`src/rtl/riscv_mem_stage.sv`:
```
// RISC-V memory stage: issues one aligned load/store per instruction on a simple
// req/ack bus, stalls upstream while waiting, and feeds the MEM/WB pipeline registers.
module riscv_mem_stage #(
    parameter int ADDR_WIDTH = 64,
    parameter int DATA_WIDTH = 64
) (
    input  logic                    clk,
    input  logic                    nreset,
    input  logic                    enable,
    input  logic [2:0]              i_width,
    input  logic                    i_rd_write,
    input  logic                    i_read,
    input  logic                    i_write,
    input  logic                    i_wb_src,
    input  logic                    i_valid_instr,
    input  logic [DATA_WIDTH-1:0]   i_alu_data,
    input  logic [DATA_WIDTH-1:0]   i_rs2_data,
    input  logic [4:0]              i_rd_addr,
    output logic                    o_mem_req,
    output logic                    o_mem_we,
    output logic [ADDR_WIDTH-1:0]   o_mem_addr,
    output logic [DATA_WIDTH-1:0]   o_mem_wdata,
    output logic [DATA_WIDTH/8-1:0] o_mem_wstrb,
    input  logic                    i_mem_ack,
    input  logic [DATA_WIDTH-1:0]   i_mem_rdata,
    output logic                    o_stall,
    output logic                    o_rd_write,
    output logic                    o_wb_src,
    output logic                    o_valid_instr,
    output logic                    o_misaligned,
    output logic [4:0]              o_rd_addr,
    output logic [DATA_WIDTH-1:0]   o_alu_data,
    output logic [DATA_WIDTH-1:0]   o_load_data
);

    localparam int STRB_WIDTH = DATA_WIDTH / 8;

    typedef enum logic {IDLE, REQ} state_t;

    state_t                  state_reg;
    logic                    mem_req_reg;
    logic                    mem_we_reg;
    logic [ADDR_WIDTH-1:0]   mem_addr_reg;
    logic [DATA_WIDTH-1:0]   mem_wdata_reg;
    logic [STRB_WIDTH-1:0]   mem_wstrb_reg;

    // Copy of the accepted instruction, used to build the MEM/WB entry at ack time
    logic                    cap_read_reg;
    logic [2:0]              cap_width_reg;
    logic [2:0]              cap_offset_reg;
    logic                    cap_rd_write_reg;
    logic                    cap_wb_src_reg;
    logic                    cap_valid_reg;
    logic [4:0]              cap_rd_addr_reg;
    logic [DATA_WIDTH-1:0]   cap_alu_reg;

    logic                    wb_rd_write_reg, wb_rd_write_next;
    logic                    wb_wb_src_reg, wb_wb_src_next;
    logic                    wb_valid_reg, wb_valid_next;
    logic                    wb_misaligned_reg, wb_misaligned_next;
    logic [4:0]              wb_rd_addr_reg, wb_rd_addr_next;
    logic [DATA_WIDTH-1:0]   wb_alu_reg, wb_alu_next;
    logic [DATA_WIDTH-1:0]   wb_load_reg, wb_load_next;

    logic                    access;
    logic                    misaligned;
    logic                    aligned_access;
    logic [2:0]              offset;
    logic [3:0]              size_bytes;
    logic [ADDR_WIDTH-1:0]   addr_aligned;
    logic [DATA_WIDTH-1:0]   wdata_next;
    logic [STRB_WIDTH-1:0]   wstrb_next;

    assign access         = i_read | i_write;
    assign offset         = i_alu_data[2:0];
    assign size_bytes     = 4'd1 << i_width[1:0];
    assign misaligned     = |(offset & 3'(size_bytes - 4'd1));
    assign aligned_access = access & ~misaligned;
    assign addr_aligned   = {i_alu_data[ADDR_WIDTH-1:3], 3'b000};
    assign wdata_next     = i_rs2_data << {offset, 3'b000};

    // A lane is enabled when it falls inside [offset, offset + size)
    generate
        for (genvar gi = 0; gi < STRB_WIDTH; gi++) begin : g_strb
            assign wstrb_next[gi] = i_write
                                  && (4'(gi) >= {1'b0, offset})
                                  && (4'(gi) < ({1'b0, offset} + size_bytes));
        end
    endgenerate

    function automatic logic [63:0] extend_load(input logic [63:0] rdata,
                                                input logic [2:0]  lane_offset,
                                                input logic [2:0]  width);
        logic [63:0] lane;
        lane = rdata >> {lane_offset, 3'b000};
        case (width[1:0])
            2'b00:   extend_load = {{56{lane[7]  & ~width[2]}}, lane[7:0]};
            2'b01:   extend_load = {{48{lane[15] & ~width[2]}}, lane[15:0]};
            2'b10:   extend_load = {{32{lane[31] & ~width[2]}}, lane[31:0]};
            default: extend_load = lane;
        endcase
    endfunction

    assign o_stall = (state_reg == IDLE) ? aligned_access : ~i_mem_ack;

    always_ff @(posedge clk or negedge nreset) begin
        if (!nreset) begin
            state_reg        <= IDLE;
            mem_req_reg      <= 1'b0;
            mem_we_reg       <= 1'b0;
            mem_addr_reg     <= '0;
            mem_wdata_reg    <= '0;
            mem_wstrb_reg    <= '0;
            cap_read_reg     <= 1'b0;
            cap_width_reg    <= '0;
            cap_offset_reg   <= '0;
            cap_rd_write_reg <= 1'b0;
            cap_wb_src_reg   <= 1'b0;
            cap_valid_reg    <= 1'b0;
            cap_rd_addr_reg  <= '0;
            cap_alu_reg      <= '0;
        end else if (enable) begin
            case (state_reg)
                IDLE: begin
                    if (aligned_access) begin
                        state_reg        <= REQ;
                        mem_req_reg      <= 1'b1;
                        mem_we_reg       <= i_write;
                        mem_addr_reg     <= addr_aligned;
                        mem_wdata_reg    <= wdata_next;
                        mem_wstrb_reg    <= wstrb_next;
                        cap_read_reg     <= i_read;
                        cap_width_reg    <= i_width;
                        cap_offset_reg   <= offset;
                        cap_rd_write_reg <= i_rd_write;
                        cap_wb_src_reg   <= i_wb_src;
                        cap_valid_reg    <= i_valid_instr;
                        cap_rd_addr_reg  <= i_rd_addr;
                        cap_alu_reg      <= i_alu_data;
                    end
                end
                REQ: begin
                    if (i_mem_ack) begin
                        state_reg   <= IDLE;
                        mem_req_reg <= 1'b0;
                    end
                end
                default: state_reg <= IDLE;
            endcase
        end
    end

    // Stalled cycles push a bubble; the ack cycle retires the captured access
    always_comb begin
        wb_rd_write_next   = wb_rd_write_reg;
        wb_wb_src_next     = wb_wb_src_reg;
        wb_valid_next      = wb_valid_reg;
        wb_misaligned_next = wb_misaligned_reg;
        wb_rd_addr_next    = wb_rd_addr_reg;
        wb_alu_next        = wb_alu_reg;
        wb_load_next       = wb_load_reg;
        if (o_stall) begin
            wb_rd_write_next   = 1'b0;
            wb_valid_next      = 1'b0;
            wb_misaligned_next = 1'b0;
        end else if (state_reg == REQ) begin
            wb_rd_write_next   = cap_rd_write_reg;
            wb_wb_src_next     = cap_wb_src_reg;
            wb_valid_next      = cap_valid_reg;
            wb_misaligned_next = 1'b0;
            wb_rd_addr_next    = cap_rd_addr_reg;
            wb_alu_next        = cap_alu_reg;
            wb_load_next       = cap_read_reg
                               ? extend_load(i_mem_rdata, cap_offset_reg, cap_width_reg)
                               : '0;
        end else begin
            wb_rd_write_next   = i_rd_write & ~(access & misaligned);
            wb_wb_src_next     = i_wb_src;
            wb_valid_next      = i_valid_instr;
            wb_misaligned_next = access & misaligned;
            wb_rd_addr_next    = i_rd_addr;
            wb_alu_next        = i_alu_data;
            wb_load_next       = '0;
        end
    end

    always_ff @(posedge clk or negedge nreset) begin
        if (!nreset) begin
            wb_rd_write_reg   <= 1'b0;
            wb_wb_src_reg     <= 1'b0;
            wb_valid_reg      <= 1'b0;
            wb_misaligned_reg <= 1'b0;
            wb_rd_addr_reg    <= '0;
            wb_alu_reg        <= '0;
            wb_load_reg       <= '0;
        end else if (enable) begin
            wb_rd_write_reg   <= wb_rd_write_next;
            wb_wb_src_reg     <= wb_wb_src_next;
            wb_valid_reg      <= wb_valid_next;
            wb_misaligned_reg <= wb_misaligned_next;
            wb_rd_addr_reg    <= wb_rd_addr_next;
            wb_alu_reg        <= wb_alu_next;
            wb_load_reg       <= wb_load_next;
        end
    end

    assign o_mem_req     = mem_req_reg;
    assign o_mem_we      = mem_we_reg;
    assign o_mem_addr    = mem_addr_reg;
    assign o_mem_wdata   = mem_wdata_reg;
    assign o_mem_wstrb   = mem_wstrb_reg;
    assign o_rd_write    = wb_rd_write_reg;
    assign o_wb_src      = wb_wb_src_reg;
    assign o_valid_instr = wb_valid_reg;
    assign o_misaligned  = wb_misaligned_reg;
    assign o_rd_addr     = wb_rd_addr_reg;
    assign o_alu_data    = wb_alu_reg;
    assign o_load_data   = wb_load_reg;

endmodule
```
`config.mk`:
```
export PLATFORM = sky130hd
export DESIGN_NAME = riscv_mem_stage
export DESIGN_NICKNAME = d
export VERILOG_FILES = /design/src/rtl/riscv_mem_stage.sv
export SDC_FILE = /design/constraint.sdc
export NUM_CORES = 1
export LEC_CHECK = 0
export BUFFER_PORTS_ARGS = -buffer_cell sky130_fd_sc_hd__buf_2
export CORE_MARGIN = 10
export CORE_UTILIZATION = 55
export CTS_CLUSTER_SIZE = 28
export DETAILED_ROUTE_END_ITERATION = 7
export GPL_ROUTABILITY_DRIVEN = 0
export GPL_TIMING_DRIVEN = 0
export PLACE_DENSITY = 0.85
export SYNTH_ARGS = -nofsm -noshare
export SYNTH_HDL_FRONTEND = slang
export SYNTH_SLANG_ARGS = --single-unit
```
`constraint.sdc`:
```
create_clock -name clk -period 3.45 [get_ports clk]
set_input_delay 0.5175 -clock clk [delete_from_list [all_inputs] [get_ports clk]]
set_output_delay 0.5175 -clock clk [all_outputs]
set_load 0.01 [all_outputs]
```
**Yosys cells after proc, flatten, opt, wreduce, memory -nomap -nowiden**

Index checks and enable logic that the tools add are counted.

- $lt $le $gt $ge: 15
- Bitwise operators: 14
- Divide/modulo/power cells: 0
- Reductions and logical operators: 20
- Add/sub/neg operators: 2
- Equal/unequal tests: 4
- Shifts and indexed selects: 3
- Multiplexer cells: 19
- $mul: 0

Operators by type and width:

| operator | number |
|---|---|
| 64-bit 2-to-1 mux | 3 |
| 64-bit one-hot mux with 3 select lines | 1 |
| 64-bit by 6-bit << shifter with 64-bit output | 1 |
| 64-bit by 6-bit right shift with 64-bit output | 1 |
| 3-bit by 4-bit < comparator with 1-bit output (first input constant) | 4 |
| 1-bit logical AND | 15 |
| 1-bit 2-to-1 mux | 12 |
| 3-bit greater-or-equal comparator (first input constant) | 3 |
| 1-bit by 4-bit < comparator with 1-bit output (first input constant) | 2 |
| 2-bit by 4-bit < comparator with 1-bit output (first input constant) | 2 |
| 1-bit AND | 6 |
| 1-bit by 3-bit greater-or-equal comparator with 1-bit output (first input constant) | 2 |
| 2-bit by 3-bit greater-or-equal comparator with 1-bit output (first input constant) | 2 |
| 1-bit inverter | 6 |
| 3-bit AND reduction | 2 |
| 5-bit 2-to-1 mux | 1 |
| 3-bit by 4-bit adder with 4-bit output | 1 |
| 2-bit inequality test (second input constant) | 2 |
| 1-bit one-hot mux with 2 select lines | 2 |
| 1-bit by 2-bit << shifter with 4-bit output (first input constant) | 1 |
| 3-bit AND | 1 |
| 3-bit OR reduction | 1 |
| 3-bit by 1-bit subtractor with 3-bit output (second input constant) | 1 |
| 2-bit by 1-bit equality test with 1-bit output (second input constant) | 1 |
| 4 further kinds | 4 |

- Memories: 0
- Bits in latches: 0
- RAM bits: 0
- Output and inout bits: 276
- ROM bits: 0
- Input bits: 209
- Bits in registers: 352

**Depth between registers and ports, before layout**

- Word-level depth: 9
- Depth in mapped cells: 11
- Gate-level depth less buffers: 8

**Worst setup path after synthesis**

OpenSTA, ideal clock, no wires.

- Path type: input-to-reg
- From: input i_alu_data[1]
- To: register mem_wstrb_reg[4], in the netlist o_mem_wstrb[4]
- Stages: 10
- Arrival time: 2.864 ns
- Setup slack: 0.464 ns
- Required time: 3.328 ns
- Path through: clkbuf_1 -> inv_1 -> clkbuf_1 -> clkbuf_1 -> fa_1 -> and2_1 -> or4b_2 -> nand3_1 -> nand3_1 -> a32o_1

- Longest elaborated chain between the ends: 5
- Elaborated cells between the ends (all ways): 10
- Those cells by class: add/sub: 1; order compare: 2; bitwise: 3; reduce/logical: 4

Ends and longest elaborated chain:

| element | RTL line | RTL |
|---|---|---|
| start, declared | 16 | `input logic [DATA_WIDTH-1:0] i_alu_data,` |
| parallel branches: the longest is 5 deep, another holds 3-bit by 4-bit adder with 4-bit output | - |  |
| end signal, assigned | 131 | `mem_wstrb_reg <= wstrb_next;` |
| end, declared | 45 | `logic [STRB_WIDTH-1:0] mem_wstrb_reg;` |

Several ways; the timed one is not identified.
A chain may end at the register's enable or synchronous reset.

**Worst setup path in the final report**

Ends and elaborated chain as after synthesis.

==> impl_metrics.py <==
metrics = {
    "cells_and_area": {
        "nNetsFinal": 2400,
        "syn_to_final_growth_pct": 26.7,
        "final_cells": 2601,
        "drive_above_1_share_pct": 33.5,
        "finalInstanceArea_um2": 19700,
    },
    "place": {
        "dp.cells": 2531,
        "place.port_buffers": 481,
        "post-dp-hpwl_um": 48500,
        "placed_area_um2": 18500,
    },
    "yosys": {
        "syn-cell-area_um2": 15600,
        "ys.flop_type": "dfrtp_1",
        "synth_edf_count": 0,
        "synth.area.top_cells": "dfrtp_1 46%, nand2_1 12%, mux2i_1 8.9%",
        "synth_seq_cells": 288,
        "synth_warnings": 0,
        "syn_avg_cell_area_um2": 9.33,
        "synth_cell_types": 64,
        "synth-async-reset-ratio_pct": 100,
        "ys_seq_area_share_pct": 46.3,
        "synth.largest_area_cell": "dfrtp_1",
        "synthesis.instances": 1668,
        "synth_top_area_share_pct": 46.3,
    },
    "route": {
        "drcViolationCount": 0,
        "ant_nets": 0,
        "routed_wirelength_um": 63400,
        "vias_per_cell": 6.09,
        "num_vias": 15800,
        "routedWlPerCell_um": 24.4,
        "first_iter_violations": 1900,
        "firstDrtPassIters": 8,
    },
    "pwr": {
        "powerDensity_nw_per_um2": 690,
        "ir_worst_vdd_mv": 0.540,
        "leakagePower_nw": 10.3,
    },
    "cts": {
        "root_buffer": "clkbuf_16",
        "clk_path_buf_depth": 3,
        "ctsHoldBuffers": 1,
        "htree_levels": 1,
        "cts_made_buffers": 31,
        "insertion_delay_ps": 580,
        "cts.sinks": 288,
        "cts_setup_buffers": 0,
        "cts_tree": "yes",
        "clk_pin_slew_worst_paths_ps": 60,
        "ctsResizeCount": 0,
    },
    "worst_hold_path": {
        "min_to": "cap_alu_reg[17]",
        "min_from": "i_alu_data[17]",
        "hold-path-cell-count": 3,
        "min_path_type": "in2reg",
    },
    "setup_path": {
        "reg2reg_to": "o_mem_wdata[6]",
        "r2r-start": "state_reg",
        "crit_type": "in2reg",
        "crit_path_start_kind": "primary input",
        "r2r_slack_ps": 750,
        "endpoint_kind": "flop",
        "path_max_fanout": 10,
        "cp.arrival_ps": 3780,
        "reg2reg_depth": 7,
        "cp.required_ps": 3910,
    },
    "timing": {
        "fin_skew_ps": 18.5,
        "period_share_pct": 96.2,
        "fmax_mhz": 301,
        "slew_viol_final": 0,
        "rsz0062_at_grt": "false",
        "relSlewSlack_pct": 38.9,
        "tightest_slew_ps": 909,
        "finalCriticalPeriod_ps": 3320,
        "setup_violations": 0,
        "hold_viol_final": 0,
    },
    "job": {
        "maxCapViolCount": 0,
    },
    "global_route": {
        "grt_pass1_wl_um": 96000,
        "grt_pass1_vias": 16300,
        "grt_max_degree": 112,
        "grt_overflow": 0,
        "track_usage_pct": 34.5,
        "antenna_found_initial": 16,
    },
    "floorplan": {
        "core-area_um2": 27900,
        "die_h_um": 188,
        "num_rows": 61,
        "die_x_um": 188,
        "initial_utilization_pct": 55.9,
        "dieArea_um2": 35400,
        "ios": 485,
    },
    "run_status": {
        "status": "completed",
    },
}
worst max-delay path, stage by stage:
cell and delay, ps:
buf_2 130, clkbuf_1 290, inv_1 220, clkbuf_1 410
clkbuf_1 520, fa_1 400, and2_1 170, or4b_2 580
nand3_1 150, nand3_1 110, a32o_1 260
kinds of logic (layout without fill, tap and decap cells):
family / count (synthesis) / after routing / synth area share, %
AND/OR/NAND/NOR: 617 / 617 / 15.8
AO/OA/AOI/OAI: 356 / 356 / 14.9
flip-flops: 288 / 288 / 46.3
multiplexers: 201 / 201 / 15.7
buffers and inverters: 200 / 742 / 6.96
adder cells (fa/ha/maj): 4 / 4 / 0.370
other: 1 / 14 / 0.0241
XOR/XNOR: 1 / 1 / 0.0563
cells in the final DEF (no fill, tap or decap), drive strengths merged, types with 9 or more instances in the layout:
cell type	n
a21oi	64
a22oi	9
a31oi	22
buf	590
clkbuf	119
clkinv	9
dfrtp	288
diode	11
inv	12
mux2	32
mux2i	138
mux4	31
nand2	498
nand2b	9
nand3	23
nor2	58
o21a	18
o21ai	157
o221ai	14
o31ai	25
power by group:
part	internal, mW	leakage (nW)	switching, mW	total (mW)
clock	2.29	0.564	1.48	3.76
combinational	2.05	6.03	2.94	4.99
sequential	4.25	3.71	0.602	4.85
total	8.58	10.3	5.02	13.6
final cells by class:
type,instances,area [um^2]
antenna,11,27.5
sequential,288,7210
buffer,189,1040
timing repair buffer,484,2480
clock inverter,21,313
inverter,11,41.3
clock buffer,37,848
tap,378,473
fill,2043,8140
multi-input combinational,1182,7290
Yosys cell counts, types with 3 or more instances:
master / instances
nand2b_1: 9
nand3_1: 23
dfrtp_1: 288
buf_1: 8
a22oi_1: 9
inv_1: 10
o221ai_1: 14
buf_2: 25
mux2_2: 29
o21a_1: 18
o22ai_1: 6
nand2_1: 498
nor3_1: 3
nor2b_1: 7
buf_4: 68
a211oi_1: 5
mux2_1: 3
o31ai_1: 25
clkbuf_1: 81
a21oi_1: 63
nor2_1: 57
ha_1: 3
nand4_1: 3
a221o_1: 7
a21o_1: 3
a221oi_1: 5
o21ai_2: 30
o21ai_0: 125
mux2i_1: 138
o211ai_1: 3
buf_6: 6
and2_1: 4
a32o_1: 5
mux4_2: 31
a31oi_1: 22
worst max-delay path by stage:
stage / slack (ps) / cells after the start / startpoint / to
2_1_floorplan: 460 / 10 / i_alu_data[1] / o_mem_wstrb[4]
3_3_place_gp: -3400 / 1 / nreset / o_mem_wdata[58]
3_5_place_dp: -310 / 11 / i_alu_data[1] / o_mem_wstrb[4]
4_1_cts: 250 / 10 / i_alu_data[0] / o_mem_wstrb[2]
5_1_grt: 40 / 10 / i_alu_data[0] / o_mem_wstrb[2]
6_report: 130 / 11 / i_alu_data[1] / o_mem_wstrb[4]
stage by stage:
stage	setup slack, ps	hold WS, ps	util [%]	total power, mW	setup TNS [ps]
after floorplan	464	222	-	7.65	0
after global placement	-3400	449	66.3	9.57	-971280
after detailed placement	-313	453	66.5	9.75	-1930
after CTS	253	122	70.7	13.5	0
after global routing	44.4	132	70.8	14.2	0
final	129	136	70.8	13.6	0
layer usage:
metal  part of all wire [%]  global-route usage (%)  up-vias
li1                       -                       -     6768
met1                     34                    38.9     7486
met2                     48                    57.1     1263
met3                     12                    10.2      326
met4                    6.6                    20.0        6
met5                  0.069                       0        -
No activity file was read; power rests on OpenSTA's default activity.
